[src/rtl/spi_input_conditioner_pkg.sv]
// ---------------------------------------------------------------------------
// spi_input_conditioner_pkg
// Shared definitions for the SPI slave pin front end:
//   - idle levels of the SCLK / CS / MOSI pins (the values that reset forces)
//   - default debounce wait time
//   - channel enumeration used to index per-channel vectors
//   - small helper to count how many channels assert a flag in one cycle
// ---------------------------------------------------------------------------
package spi_input_conditioner_pkg;

    localparam logic SPI_SCLK_IDLE = 1'b0;
    localparam logic SPI_CS_IDLE   = 1'b1;
    localparam logic SPI_MOSI_IDLE = 1'b0;

    localparam int SPI_COND_WAIT = 3;

    typedef enum logic [1:0] {
        CH_SCLK = 2'd0,
        CH_CS   = 2'd1,
        CH_MOSI = 2'd2
    } spi_chan_e;

    // Number of set bits in a 3-bit vector (0..3).
    function automatic logic [1:0] count3(input logic [2:0] v);
        return {1'b0, v[0]} + {1'b0, v[1]} + {1'b0, v[2]};
    endfunction

endpackage

[src/rtl/spi_input_conditioner_cond.sv]
// ---------------------------------------------------------------------------
// input_conditioner
// One pin channel: 2-FF synchroniser, stable-count debounce filter and edge
// detector.
//
// Parameters
//   WAIT_TIME  cycles the synchronised level must differ from the conditioned
//              level before it is accepted (1..255)
//   CNT_W      width of the debounce counter (2**CNT_W > WAIT_TIME)
//   IDLE       level the synchroniser and conditioned output take in reset
//
// Ports
//   clk          in   system clock
//   reset        in   asynchronous active-high reset
//   noisy        in   raw asynchronous pin
//   conditioned  out  debounced level
//   posedge_p    out  registered 1-cycle pulse on accepted 0->1
//   negedge_p    out  registered 1-cycle pulse on accepted 1->0
//   reject_p     out  high while a pending change is being abandoned
//                     (synchronised level is back at the conditioned level
//                     but the counter has not yet been cleared)
// ---------------------------------------------------------------------------
module input_conditioner
    import spi_input_conditioner_pkg::*;
#(
    parameter int   WAIT_TIME = SPI_COND_WAIT,
    parameter int   CNT_W     = 8,
    parameter logic IDLE      = 1'b0
) (
    input  logic clk,
    input  logic reset,
    input  logic noisy,
    output logic conditioned,
    output logic posedge_p,
    output logic negedge_p,
    output logic reject_p
);

    localparam logic [CNT_W-1:0] CNT_LAST = CNT_W'(WAIT_TIME - 1);

    logic             r_sync0;
    logic             r_sync1;
    logic             r_cond;
    logic [CNT_W-1:0] r_cnt;
    logic             r_pos;
    logic             r_neg;

    always_ff @(posedge clk or posedge reset) begin
        if (reset) begin
            r_sync0 <= IDLE;
            r_sync1 <= IDLE;
            r_cond  <= IDLE;
            r_cnt   <= '0;
            r_pos   <= 1'b0;
            r_neg   <= 1'b0;
        end else begin
            r_sync0 <= noisy;
            r_sync1 <= r_sync0;
            r_pos   <= 1'b0;
            r_neg   <= 1'b0;
            if (r_sync1 == r_cond) begin
                r_cnt <= '0;
            end else if (r_cnt == CNT_LAST) begin
                // Level has differed for WAIT_TIME consecutive cycles: accept it.
                r_cond <= r_sync1;
                r_cnt  <= '0;
                r_pos  <= r_sync1;
                r_neg  <= ~r_sync1;
            end else begin
                r_cnt <= r_cnt + CNT_W'(1);
            end
        end
    end

    assign conditioned = r_cond;
    assign posedge_p   = r_pos;
    assign negedge_p   = r_neg;
    assign reject_p    = (r_sync1 == r_cond) && (r_cnt != '0);

endmodule

[src/rtl/spi_input_conditioner.sv]
// ---------------------------------------------------------------------------
// spi_input_conditioner
// Front end of the SPI slave: synchronises, debounces and edge-detects the
// asynchronous SCLK, CS and MOSI pins into clean clk-domain signals.
//
// Optional feature macro: SPI_COND_GLITCH_CNT_EN
//   When defined, adds parameter GLITCH_W and output glitch_cnt, a saturating
//   count of rejected glitches across all three channels (cleared by reset).
//
// Parameters
//   WAIT_TIME  debounce wait in cycles (1..255)
//   CNT_W      per-channel debounce counter width (2**CNT_W > WAIT_TIME)
//   GLITCH_W   glitch_cnt width (only with SPI_COND_GLITCH_CNT_EN)
//
// Ports
//   clk           in   system clock
//   reset         in   asynchronous active-high reset
//   sclk_pin      in   raw serial clock pin
//   cs_pin        in   raw chip select pin (active-low)
//   mosi_pin      in   raw MOSI pin
//   sclk_posedge  out  1-cycle pulse on accepted SCLK rise
//   sclk_negedge  out  1-cycle pulse on accepted SCLK fall
//   cs_cond       out  conditioned chip select level
//   mosi_cond     out  conditioned MOSI level
//   glitch_cnt    out  rejected-glitch count (only with SPI_COND_GLITCH_CNT_EN)
// ---------------------------------------------------------------------------
module spi_input_conditioner
    import spi_input_conditioner_pkg::*;
#(
    parameter int WAIT_TIME = SPI_COND_WAIT,
    parameter int CNT_W     = 8
`ifdef SPI_COND_GLITCH_CNT_EN
    ,
    parameter int GLITCH_W  = 8
`endif
) (
    input  logic                clk,
    input  logic                reset,
    input  logic                sclk_pin,
    input  logic                cs_pin,
    input  logic                mosi_pin,
    output logic                sclk_posedge,
    output logic                sclk_negedge,
    output logic                cs_cond,
    output logic                mosi_cond
`ifdef SPI_COND_GLITCH_CNT_EN
    ,
    output logic [GLITCH_W-1:0] glitch_cnt
`endif
);

`ifdef SPI_COND_GLITCH_CNT_EN
    logic [2:0] w_reject;
`endif

    // SCLK: only the edges are consumed downstream, the level is not.
    input_conditioner #(
        .WAIT_TIME (WAIT_TIME),
        .CNT_W     (CNT_W),
        .IDLE      (SPI_SCLK_IDLE)
    ) u_sclk (
        .clk         (clk),
        .reset       (reset),
        .noisy       (sclk_pin),
        .conditioned (),
        .posedge_p   (sclk_posedge),
        .negedge_p   (sclk_negedge),
`ifdef SPI_COND_GLITCH_CNT_EN
        .reject_p    (w_reject[CH_SCLK])
`else
        .reject_p    ()
`endif
    );

    // CS and MOSI: only the levels are consumed downstream.
    input_conditioner #(
        .WAIT_TIME (WAIT_TIME),
        .CNT_W     (CNT_W),
        .IDLE      (SPI_CS_IDLE)
    ) u_cs (
        .clk         (clk),
        .reset       (reset),
        .noisy       (cs_pin),
        .conditioned (cs_cond),
        .posedge_p   (),
        .negedge_p   (),
`ifdef SPI_COND_GLITCH_CNT_EN
        .reject_p    (w_reject[CH_CS])
`else
        .reject_p    ()
`endif
    );

    input_conditioner #(
        .WAIT_TIME (WAIT_TIME),
        .CNT_W     (CNT_W),
        .IDLE      (SPI_MOSI_IDLE)
    ) u_mosi (
        .clk         (clk),
        .reset       (reset),
        .noisy       (mosi_pin),
        .conditioned (mosi_cond),
        .posedge_p   (),
        .negedge_p   (),
`ifdef SPI_COND_GLITCH_CNT_EN
        .reject_p    (w_reject[CH_MOSI])
`else
        .reject_p    ()
`endif
    );

`ifdef SPI_COND_GLITCH_CNT_EN
    // Sum is two bits wider than the counter so any overflow is visible
    // in the top bits and can be clamped to all-ones.
    logic [GLITCH_W+1:0] w_glitch_sum;
    logic [GLITCH_W-1:0] r_glitch_cnt;

    assign w_glitch_sum = {2'b00, r_glitch_cnt} + (GLITCH_W+2)'(count3(w_reject));

    always_ff @(posedge clk or posedge reset) begin
        if (reset) begin
            r_glitch_cnt <= '0;
        end else if (|w_glitch_sum[GLITCH_W+1:GLITCH_W]) begin
            r_glitch_cnt <= '1;
        end else begin
            r_glitch_cnt <= w_glitch_sum[GLITCH_W-1:0];
        end
    end

    assign glitch_cnt = r_glitch_cnt;
`endif

endmodule

[config.mk]
export PLATFORM = sky130hd
export DESIGN_NAME = spi_input_conditioner
export DESIGN_NICKNAME = d
export VERILOG_FILES = /design/src/rtl/spi_input_conditioner_pkg.sv /design/src/rtl/spi_input_conditioner_cond.sv /design/src/rtl/spi_input_conditioner.sv
export SDC_FILE = /design/constraint.sdc
export NUM_CORES = 1
export LEC_CHECK = 0
export BUFFER_PORTS_ARGS = -buffer_cell sky130_fd_sc_hd__buf_2
export CAP_MARGIN = 0
export CORE_ASPECT_RATIO = 1.75
export CORE_MARGIN = 2
export CORE_UTILIZATION = 30
export CTS_CLUSTER_DIAMETER = 80
export DETAILED_ROUTE_END_ITERATION = 8
export HOLD_SLACK_MARGIN = 0.1
export SYNTH_ARGS = -nofsm -noshare
export SYNTH_HDL_FRONTEND = slang
export SYNTH_SLANG_ARGS = --single-unit
[constraint.sdc]
create_clock -name clk -period 3.2 [get_ports clk]
set_input_delay 0.64 -clock clk [delete_from_list [all_inputs] [get_ports clk]]
set_output_delay 0.64 -clock clk [all_outputs]
set_load 0.03 [all_outputs]
==> reports/qor.json, run 1 <==
{
  "run_status": "finished, final reports clean",
  "area_taken_by_flip_flops_and_latches_um2": 880,
  "timing.rr.end": "u_mosi.r_cnt[2]",
  "die-width_um": 58.1,
  "cts.sinks": 35,
  "top_level_ports": 9,
  "cp-startpoint": "u_mosi.r_cnt[0]",
  "finish.cell_count_without_fillers": 204,
  "grt.overflow.total": 0,
  "place_hpwl_mm": 1.72,
  "wire_length_of_the_first_global_routing_pass_mm": 4.50,
  "yosys.area.top_type_share": 0.522,
  "grt_start_max_net_pins": 24,
  "cts_max_level": 2,
  "clock_insertion_delay_worst_skew_ns": 0.29,
  "netlist_instances": 134,
  "top_signal_layer_used": "met4",
  "cts_resized": 0,
  "setup_violation_total_in_the_final_timing_report": 0,
  "ys.warnings.count": 0,
  "bufs_on_longest_clock_path": 2,
  "drive_gt1_frac": 0.173,
  "detailroute.via_count": 1026,
  "synth-edff-count": 0,
  "p_leak_nw": 0.745,
  "final_report_hold_violation_count": 0,
  "design.final.nets": 160,
  "avgViaCountPerCell": 5.03,
  "tritoncts": "built",
  "synthesis.area_um2": 1540,
  "end_kind": "flop",
  "worst-r2r-cell-count": 5,
  "hp-start": "u_mosi.r_sync0",
  "syn_avg_cell_area_um2": 11.5,
  "start_kind": "flop",
  "grt_antenna_before_repair": 0,
  "min_period_over_period": 0.556,
  "drv_slew": 0,
  "layout_common_cells": "dfrtp_1 (32), nor2_1 (16)",
  "seq_area_frac_synth": 0.573,
  "finalSetupTns_ns": 0,
  "vdd.ir_drop.worst_mv": 0.295,
  "drt_iter0_drc": 14,
  "grt_pass1_vias": 1051,
  "power.density_cell_area_nw_per_um2": 676,
  "vertical_die_dimension_um": 98.6,
  "routed_length_on_met3_um": 100,
  "combined_global_route_utilization_of_all_metal_layers": 0.104,
  "postRouteAntennaNets": 0,
  "synth_top_flop_cell": "dfrtp_1",
  "slew_headroom": 0.428,
  "drt_first_pass_iters": 4,
  "synth-seq-cells": 35,
  "timing.setup.critical_path_class": "reg -> reg",
  "rr_startpoint": "u_mosi.r_cnt[0]",
  "worst_pin_slew_ns": 0.857,
  "met2_wirelength_mm": 1.29,
  "arrival_time_of_the_worst_setup_path_ns": 1.93,
  "timing.critical_path.required_ns": 3.35,
  "grt_setup_unrepaired": "no",
  "critical_path.endpoint": "u_mosi.r_cnt[2]",
  "cts.repair_timing.setup_buffer_count": 0,
  "worst_hold_path_type": "reg -> reg",
  "post-place-cells": 196,
  "route.final.wire_length_mm": 2.39,
  "cts_hold_buf": 0,
  "starting_density": 0.311,
  "max_cap_violations": 0,
  "post-layout-total-power_mw": 1.16,
  "globalplace.congestion": 0.768,
  "inserted_clock_buffers": 5,
  "die_area_um2": 5730,
  "drc": 0,
  "worst-r2r-setup-slack_ns": 1.42,
  "rows": 34,
  "layout_overhead_on_the_synthesized_area_pct": 12.1,
  "syn_nets": 145,
  "period_needed_ns": 1.78,
  "async_reset_ff_frac": 1.00,
  "wl_met1_um": 931,
  "antennaDiodeCount": 0,
  "worst_clock_skew_ns": 0.00518,
  "route.detailed.wl_per_inst_um": 11.7,
  "multiInputGateArea_um2": 629,
  "largestRegisters": "u_cs.r_cnt (8), u_mosi.r_cnt (8), u_sclk.r_cnt (8)",
  "clock_tree.root_cell": "clkbuf_8",
  "most_common_cell_after_layout_fill_and_taps_aside": "dfrtp_1",
  "cts.clk_slew.worst_paths_ns": 0.07,
  "yosys.cell_types.count": 25,
  "ys_top_cells_by_area": "dfrtp_1 (52%), dfstp_2 (5.1%), ha_1 (4.9%)",
  "yosys.area.top_type": "dfrtp_1",
  "io_buffers": 8,
  "cp_max_fo": 8,
  "clock.fmax_mhz": 562,
  "final.fill_count": 499,
  "coreArea_um2": 4930
}
## power breakdown
group	internal [mW]	switching [mW]
clock network	0.153	0.153
registers	0.512	0.0624
logic	0.121	0.162
total	0.786	0.377
## per-stage QoR
stage	hold WS, ns	area, um^2	setup WS (ns)	util
detailed placement	0.337	1640	1.42	0.332
global route	0.361	1720	1.27	0.349
floorplan	0.331	1540	1.55	-
CTS	0.350	1720	1.41	0.349
global placement	0.334	1640	1.50	0.332
finish	0.347	1720	1.42	0.349
## worst min path at each step
| stage | cells after the start | end | slack (ns) |
|---|---|---|---|
| 2_1_floorplan | 0 | u_mosi.r_sync1 | 0.33 |
| 3_3_place_gp | 0 | u_sclk.r_sync1 | 0.33 |
| 3_5_place_dp | 0 | u_sclk.r_sync1 | 0.34 |
| 4_1_cts | 0 | u_mosi.r_sync1 | 0.35 |
| 5_1_grt | 0 | u_sclk.r_sync1 | 0.36 |
| 6_report | 0 | u_mosi.r_sync1 | 0.35 |
## area by class of cell
class,instances,share of cell area
sequential,35,0.511
multi-input combinational,94,0.366
clock buffer,7,0.0444
tap,54,0.0393
timing repair buffer,9,0.0276
inverter,4,0.00873
clock inverter,1,0.00291
## cell usage after synthesis, types with 2 or more instances
| cell | instances |
|---|---|
| nand4_1 | 3 |
| dfrtp_1 | 32 |
| ha_1 | 6 |
| mux2_2 | 3 |
| xor2_1 | 7 |
| nor2_1 | 16 |
| nand3_1 | 9 |
| xnor2_1 | 5 |
| a21oi_1 | 9 |
| nor3b_1 | 2 |
| or3_1 | 9 |
| o21ai_0 | 9 |
| nand2_1 | 7 |
| inv_1 | 4 |
| dfstp_2 | 3 |
## worst max-delay path, stage by stage (launching register included)
cell	delay, ns
dfrtp_1	0.41
inv_1	0.07
ha_1	0.13
or4b_4	0.48
o41ai_4	0.44
nor2_1	0.11
## routing by layer
layer / global-route usage / vias up
met4: 0.0805 / 0
met3: 0.0367 / 6
met5: 0 / -
li1: - / 494
met2: 0.172 / 16
met1: 0.103 / 510
## cell families (layout without fill, tap and decap cells)
| kind of cell | after synthesis | count (layout) | share of synthesized area |
|---|---|---|---|
| muxes | 3 | 3 | 0.0220 |
| AOI/OAI and AO/OA | 21 | 21 | 0.0888 |
| DFF | 35 | 35 | 0.573 |
| xor gates and xnor gates | 12 | 12 | 0.0685 |
| adders and majority gates | 6 | 6 | 0.0489 |
| buffers and inverters | 5 | 21 | 0.0171 |
| and+or+nand+nor | 52 | 52 | 0.182 |
No activity file was read; power rests on OpenSTA's default activity.
==> run 2: changes to the inputs <==
==> constraint.sdc (replaced) <==
create_clock -name clk -period 1.5 [get_ports clk]
set_input_delay 0.3 -clock clk [delete_from_list [all_inputs] [get_ports clk]]
set_output_delay 0.3 -clock clk [all_outputs]
set_load 0.03 [all_outputs]
==> run 2 against run 1 <==
  * The run now ends with negative setup slack left
  * Wire length up 12%
  * Core utilization is 3.4 points higher
  * Non-clock buffer count increased by 13
  * Sequential cell count stayed put
  * Fmax is 5.7% higher
  * Register-to-register slack got worse by 1.6 ns
  * Combinational power grew to 3.0 times the previous value
  * Clock power grew 140%
  * Count of clock-buffer cells in the layout rose by 1
  * Die area stayed put
  * Cell area grew 9.7%
  * Global-route usage grew 0.56 points
  * Largest cell class unchanged
==> reports/qor.json, run 2 (synthesis results as in run 1) <==
{
  "die-width_um": 58.1,
  "fin_hold_ws_ns": 0.116,
  "vertical_die_dimension_um": 98.6,
  "end_kind": "flop",
  "cp_max_fo": 2,
  "start_kind": "flop",
  "largestRegisters": "u_cs.r_cnt (8), u_mosi.r_cnt (8), u_sclk.r_cnt (8)",
  "grt_antenna_before_repair": 0,
  "postRouteAntennaNets": 0,
  "clock_insertion_delay_worst_skew_ns": 0.28,
  "layout_common_cells": "dfrtp_1 (32), nor2_1 (14), buf_4 (14)",
  "critical-path-max-stage-delay_ns": 0.50,
  "drc": 0,
  "io_buffers": 8,
  "grt.overflow.total": 0,
  "grt_setup_unrepaired": "yes",
  "worst_pin_slew_ns": 0.439,
  "drt_first_pass_iters": 4,
  "dp_slack_ns": -0.204,
  "inserted_clock_buffers": 5,
  "run_status": "finished with violations",
  "combined_global_route_utilization_of_all_metal_layers": 0.110,
  "critPathTopFamily": "simple AND/OR/NAND/NOR gates",
  "worst_hold_path_type": "in -> async",
  "drt_iter0_drc": 30,
  "timing.setup.critical_path_class": "reg -> reg",
  "worst_clock_skew_ns": 0.00661,
  "grt_start_max_net_pins": 36,
  "route.detailed.wl_per_inst_um": 12.3,
  "final_report_hold_violation_count": 0,
  "top_level_ports": 9,
  "min_period_over_period": 1.12,
  "rows": 34,
  "tritoncts": "built",
  "setup_violation_total_in_the_final_timing_report": 11,
  "route.final.wire_length_mm": 2.68,
  "timing.critical_path.buf_inv": 1,
  "cts.clk_slew.worst_paths_ns": 0.07,
  "starting_density": 0.311,
  "layout_overhead_on_the_synthesized_area_pct": 23.0,
  "antennaDiodeCount": 0,
  "slew_headroom": 0.707,
  "cts_max_level": 2,
  "arrival_time_of_the_worst_setup_path_ns": 1.85,
  "layout_setup_ws_ns": -0.184,
  "wire_length_of_the_first_global_routing_pass_mm": 4.87,
  "list_of_cells_traversed_by_the_critical_path": "inv_1, ha_1, or4b_4, nor4_4, mux2_4",
  "p_leak_nw": 0.836,
  "detailroute.via_count": 1078,
  "cts.sinks": 35,
  "design.final.nets": 173,
  "crit_path_top_delay_cell": "or4b_4",
  "globalplace.congestion": 0.788,
  "place_hpwl_mm": 1.92,
  "avgViaCountPerCell": 4.97,
  "clock_tree.root_cell": "clkbuf_8",
  "vdd.ir_drop.worst_mv": 0.936,
  "power.density_cell_area_nw_per_um2": 1470,
  "coreArea_um2": 4930,
  "period_needed_ns": 1.68,
  "failing_checks": "negative setup slack",
  "max_cap_violations": 0,
  "die_area_um2": 5730,
  "grt_pass1_vias": 1157,
  "drv_slew": 0,
  "drive_gt1_frac": 0.282,
  "bufs_on_longest_clock_path": 2,
  "timing.critical_path.required_ns": 1.67,
  "most_common_cell_after_layout_fill_and_taps_aside": "dfrtp_1",
  "clock.fmax_mhz": 594
}
[run 2: cell type report]
type,count,area (um^2)
Clock buffer,8,100
Fill cell,501,3050
Inverter,4,15.0
Multi-Input combinational cell,94,681
Sequential cell,35,880
Tap cell,54,67.6
Timing Repair Buffer,22,145
[run 2: where the power goes]
group	internal [mW]	leakage, nW	switching (mW)	total, mW
Clock	0.419	0.0515	0.311	0.730
Sequential	1.09	0.458	0.105	1.20
Combinational	0.418	0.326	0.437	0.855
Total	1.93	0.836	0.853	2.78
[run 2: metrics by stage]
step / util / cells / setup TNS (ns) / power, mW / cell area, um^2
finish: 0.383 / 217 / -1.53 / 2.78 / 1890
global route: 0.383 / 217 / -2.74 / 2.97 / 1890
CTS: 0.378 / 216 / -1.65 / 2.80 / 1860
detailed placement: 0.353 / 208 / -1.74 / 2.01 / 1740
global placement: 0.353 / 208 / -0.756 / 1.97 / 1740
floorplan: - / 134 / -0.950 / 1.74 / 1550
[run 2: worst register-to-register path, cell delays in order (launching register included)]
cell,delay [ns]
dfrtp_1,0.39
inv_1,0.06
ha_1,0.14
or4b_4,0.50
nor4_4,0.17
mux2_4,0.32
[run 2: layer usage]
layer,global-route usage,up-vias,wire length (um)
li1,-,527,-
met1,0.120,535,1080
met2,0.185,12,1470
met3,0.0367,4,78
met4,0.0555,0,44
met5,0,-,0
[run 2: final timing paths]
kind	start	endpoint	slack [ns]	cells past startpoint
min in group clk	cs_pin	u_cs.r_sync0	0.12	1
worst min-delay path	reset	u_mosi.r_sync0	0.12	3
max in group asynchronous	reset	u_cs.r_sync0	1.04	3
worst min register to register	u_sclk.r_sync0	u_sclk.r_sync1	0.35	0
worst max-delay path	u_mosi.r_cnt[0]	u_mosi.conditioned	-0.18	5
worst max register to register	u_mosi.r_cnt[0]	u_mosi.conditioned	-0.18	5
[run 2: repair_timing]
action | in CTS | in global routing
hold buffers | 0 | 0
endpoints found under the setup margin | 16 | 20
pin swaps | 1 | 1
gates resized for setup | 3 | 4
buffers inserted | 0 | 1
==> run 3: changes to the inputs <==
--- a/config.mk
+++ b/config.mk
@@ -13,6 +13,7 @@
 export CTS_CLUSTER_DIAMETER = 80
 export DETAILED_ROUTE_END_ITERATION = 8
 export HOLD_SLACK_MARGIN = 0.1
+export SKIP_CTS_REPAIR_TIMING = 1
 export SYNTH_ARGS = -nofsm -noshare
 export SYNTH_HDL_FRONTEND = slang
 export SYNTH_SLANG_ARGS = --single-unit
==> run 3 against run 2 <==
  * The flow still finishes with violations (negative setup slack)
  * Clock skew unchanged
  * Combinational power up 0.8%
  * Worst setup slack worse by 0.0033 ns
  * Critical path type unchanged
  * Largest cell class unchanged
==> reports/qor.json, run 3 (synthesis results as in run 1) <==
{
  "failing_checks": "negative setup slack",
  "timing.critical_path.required_ns": 1.67,
  "rows": 34,
  "worst_pin_slew_ns": 0.439,
  "worst_clock_skew_ns": 0.00661,
  "antennaDiodeCount": 0,
  "cp_max_fo": 2,
  "grt.overflow.total": 0,
  "final_area_um2": 1890,
  "worst-r2r-cell-count": 5,
  "final_report_hold_violation_count": 0,
  "p_leak_nw": 0.835,
  "cp-startpoint": "u_mosi.r_cnt[0]",
  "cts.clk_slew.worst_paths_ns": 0.07,
  "drt_iter0_drc": 29,
  "crit_path_top_delay_cell": "or4b_4",
  "critical-path-max-stage-delay_ns": 0.50,
  "most_common_cell_after_layout_fill_and_taps_aside": "dfrtp_1",
  "placed_cell_area_um2": 1740,
  "layout_setup_ws_ns": -0.188,
  "drive_gt1_frac": 0.288,
  "grt_antenna_before_repair": 0,
  "drc": 0,
  "avgViaCountPerCell": 4.97,
  "vdd.ir_drop.worst_mv": 0.938,
  "layout_overhead_on_the_synthesized_area_pct": 23.1,
  "die_area_um2": 5730,
  "arrival_time_of_the_worst_setup_path_ns": 1.85,
  "slew_headroom": 0.708,
  "vertical_die_dimension_um": 98.6,
  "tritoncts": "built",
  "drv_slew": 0,
  "layout_common_cells": "dfrtp_1 (32), buf_4 (14), nor2_1 (13)",
  "bufs_on_longest_clock_path": 2,
  "route.final.wire_length_mm": 2.68,
  "io_buffers": 8,
  "place_hpwl_mm": 1.92,
  "end_kind": "flop",
  "top_level_ports": 9,
  "list_of_cells_traversed_by_the_critical_path": "inv_1, ha_1, or4b_4, nor4_4, mux2_4",
  "dp_slack_ns": -0.204,
  "detailroute.via_count": 1078,
  "setup_violation_total_in_the_final_timing_report": 12,
  "final.fill_count": 500,
  "grt_start_max_net_pins": 36,
  "route.detailed.wl_per_inst_um": 12.4,
  "grt_pass1_vias": 1161,
  "clock.fmax_mhz": 593,
  "clock_tree.root_cell": "clkbuf_8",
  "worst_hold_path_type": "in -> async",
  "cts_max_level": 2,
  "drt_first_pass_iters": 4,
  "postRouteAntennaNets": 0,
  "grt_busiest_layer": "met2",
  "largestRegisters": "u_cs.r_cnt (8), u_mosi.r_cnt (8), u_sclk.r_cnt (8)",
  "globalplace.congestion": 0.788,
  "cts.sinks": 35,
  "power.density_cell_area_nw_per_um2": 1480,
  "utilization": 0.383,
  "combined_global_route_utilization_of_all_metal_layers": 0.109,
  "met3_usage_in_global_routing": 0.0367,
  "coreArea_um2": 4930,
  "worst-r2r-setup-slack_ns": -0.19,
  "max_cap_violations": 0,
  "grt_setup_unrepaired": "yes",
  "timing.rr.end": "u_mosi.conditioned",
  "timing.setup.critical_path_class": "reg -> reg",
  "design.final.nets": 173,
  "groute.layer.met2.usage": 0.185,
  "wire_length_of_the_first_global_routing_pass_mm": 4.84,
  "rr_startpoint": "u_mosi.r_cnt[0]",
  "run_status": "finished with violations",
  "period_needed_ns": 1.69,
  "die-width_um": 58.1,
  "min_period_over_period": 1.13,
  "clock_insertion_delay_worst_skew_ns": 0.28,
  "global_route.usage.met1": 0.118,
  "starting_density": 0.311,
  "start_kind": "flop",
  "inserted_clock_buffers": 5
}
-- run 3: cell types whose count changed in the layout (fill, tap and decap cells not counted) --
| cell | delta |
|---|---|
| nor2_2 | +1 |
| nor2_1 | -1 |
-- run 3: area by class of cell --
class                           instances  area (um^2)  area share
Multi-Input combinational cell         94          683       0.361
Tap cell                               54         67.6      0.0357
Inverter                                4         15.0     0.00794
Clock buffer                            8          100      0.0529
Sequential cell                        35          880       0.465
Timing Repair Buffer                   22          145      0.0768
-- run 3: how the worst max path moves through the flow --
stage,to,slack [ns]
global placement,u_mosi.conditioned,-0.14
floorplan,u_mosi.conditioned,-0.15
detailed placement,u_mosi.conditioned,-0.20
global route,u_mosi.conditioned,-0.28
CTS,u_mosi.conditioned,-0.21
finish,u_mosi.conditioned,-0.19
-- run 3: worst max-delay path: cells and delay by family, from the launching register on --
family	cells	cell delay (ns)
flops	1	0.39
fa+ha+maj	1	0.14
mux	1	0.32
simple gates	2	0.67
buf+inv	1	0.06
-- run 3: routing by layer --
layer  vias to the layer above  routed length [um]
met5                         -                   0
met4                         0                  44
met3                         4                  78
met2                        12                1470
met1                       535                1080
li1                        527                   -
-- run 3: stage by stage --
step / power, mW / TNS (ns) / hold slack [ns] / instances
after floorplan: 1.74 / -0.950 / 0.304 / 134
after global placement: 1.97 / -0.756 / 0.338 / 208
after detailed placement: 2.01 / -1.74 / 0.339 / 208
after CTS: 2.76 / -1.89 / 0.108 / 216
after global routing: 2.98 / -2.76 / 0.102 / 217
final: 2.79 / -1.53 / 0.116 / 217
-- run 3: report_power, final --
| group | internal (mW) | switching (mW) | total (mW) |
|---|---|---|---|
| combinational | 0.420 | 0.442 | 0.862 |
| sequential | 1.09 | 0.105 | 1.20 |
| clock | 0.419 | 0.311 | 0.730 |
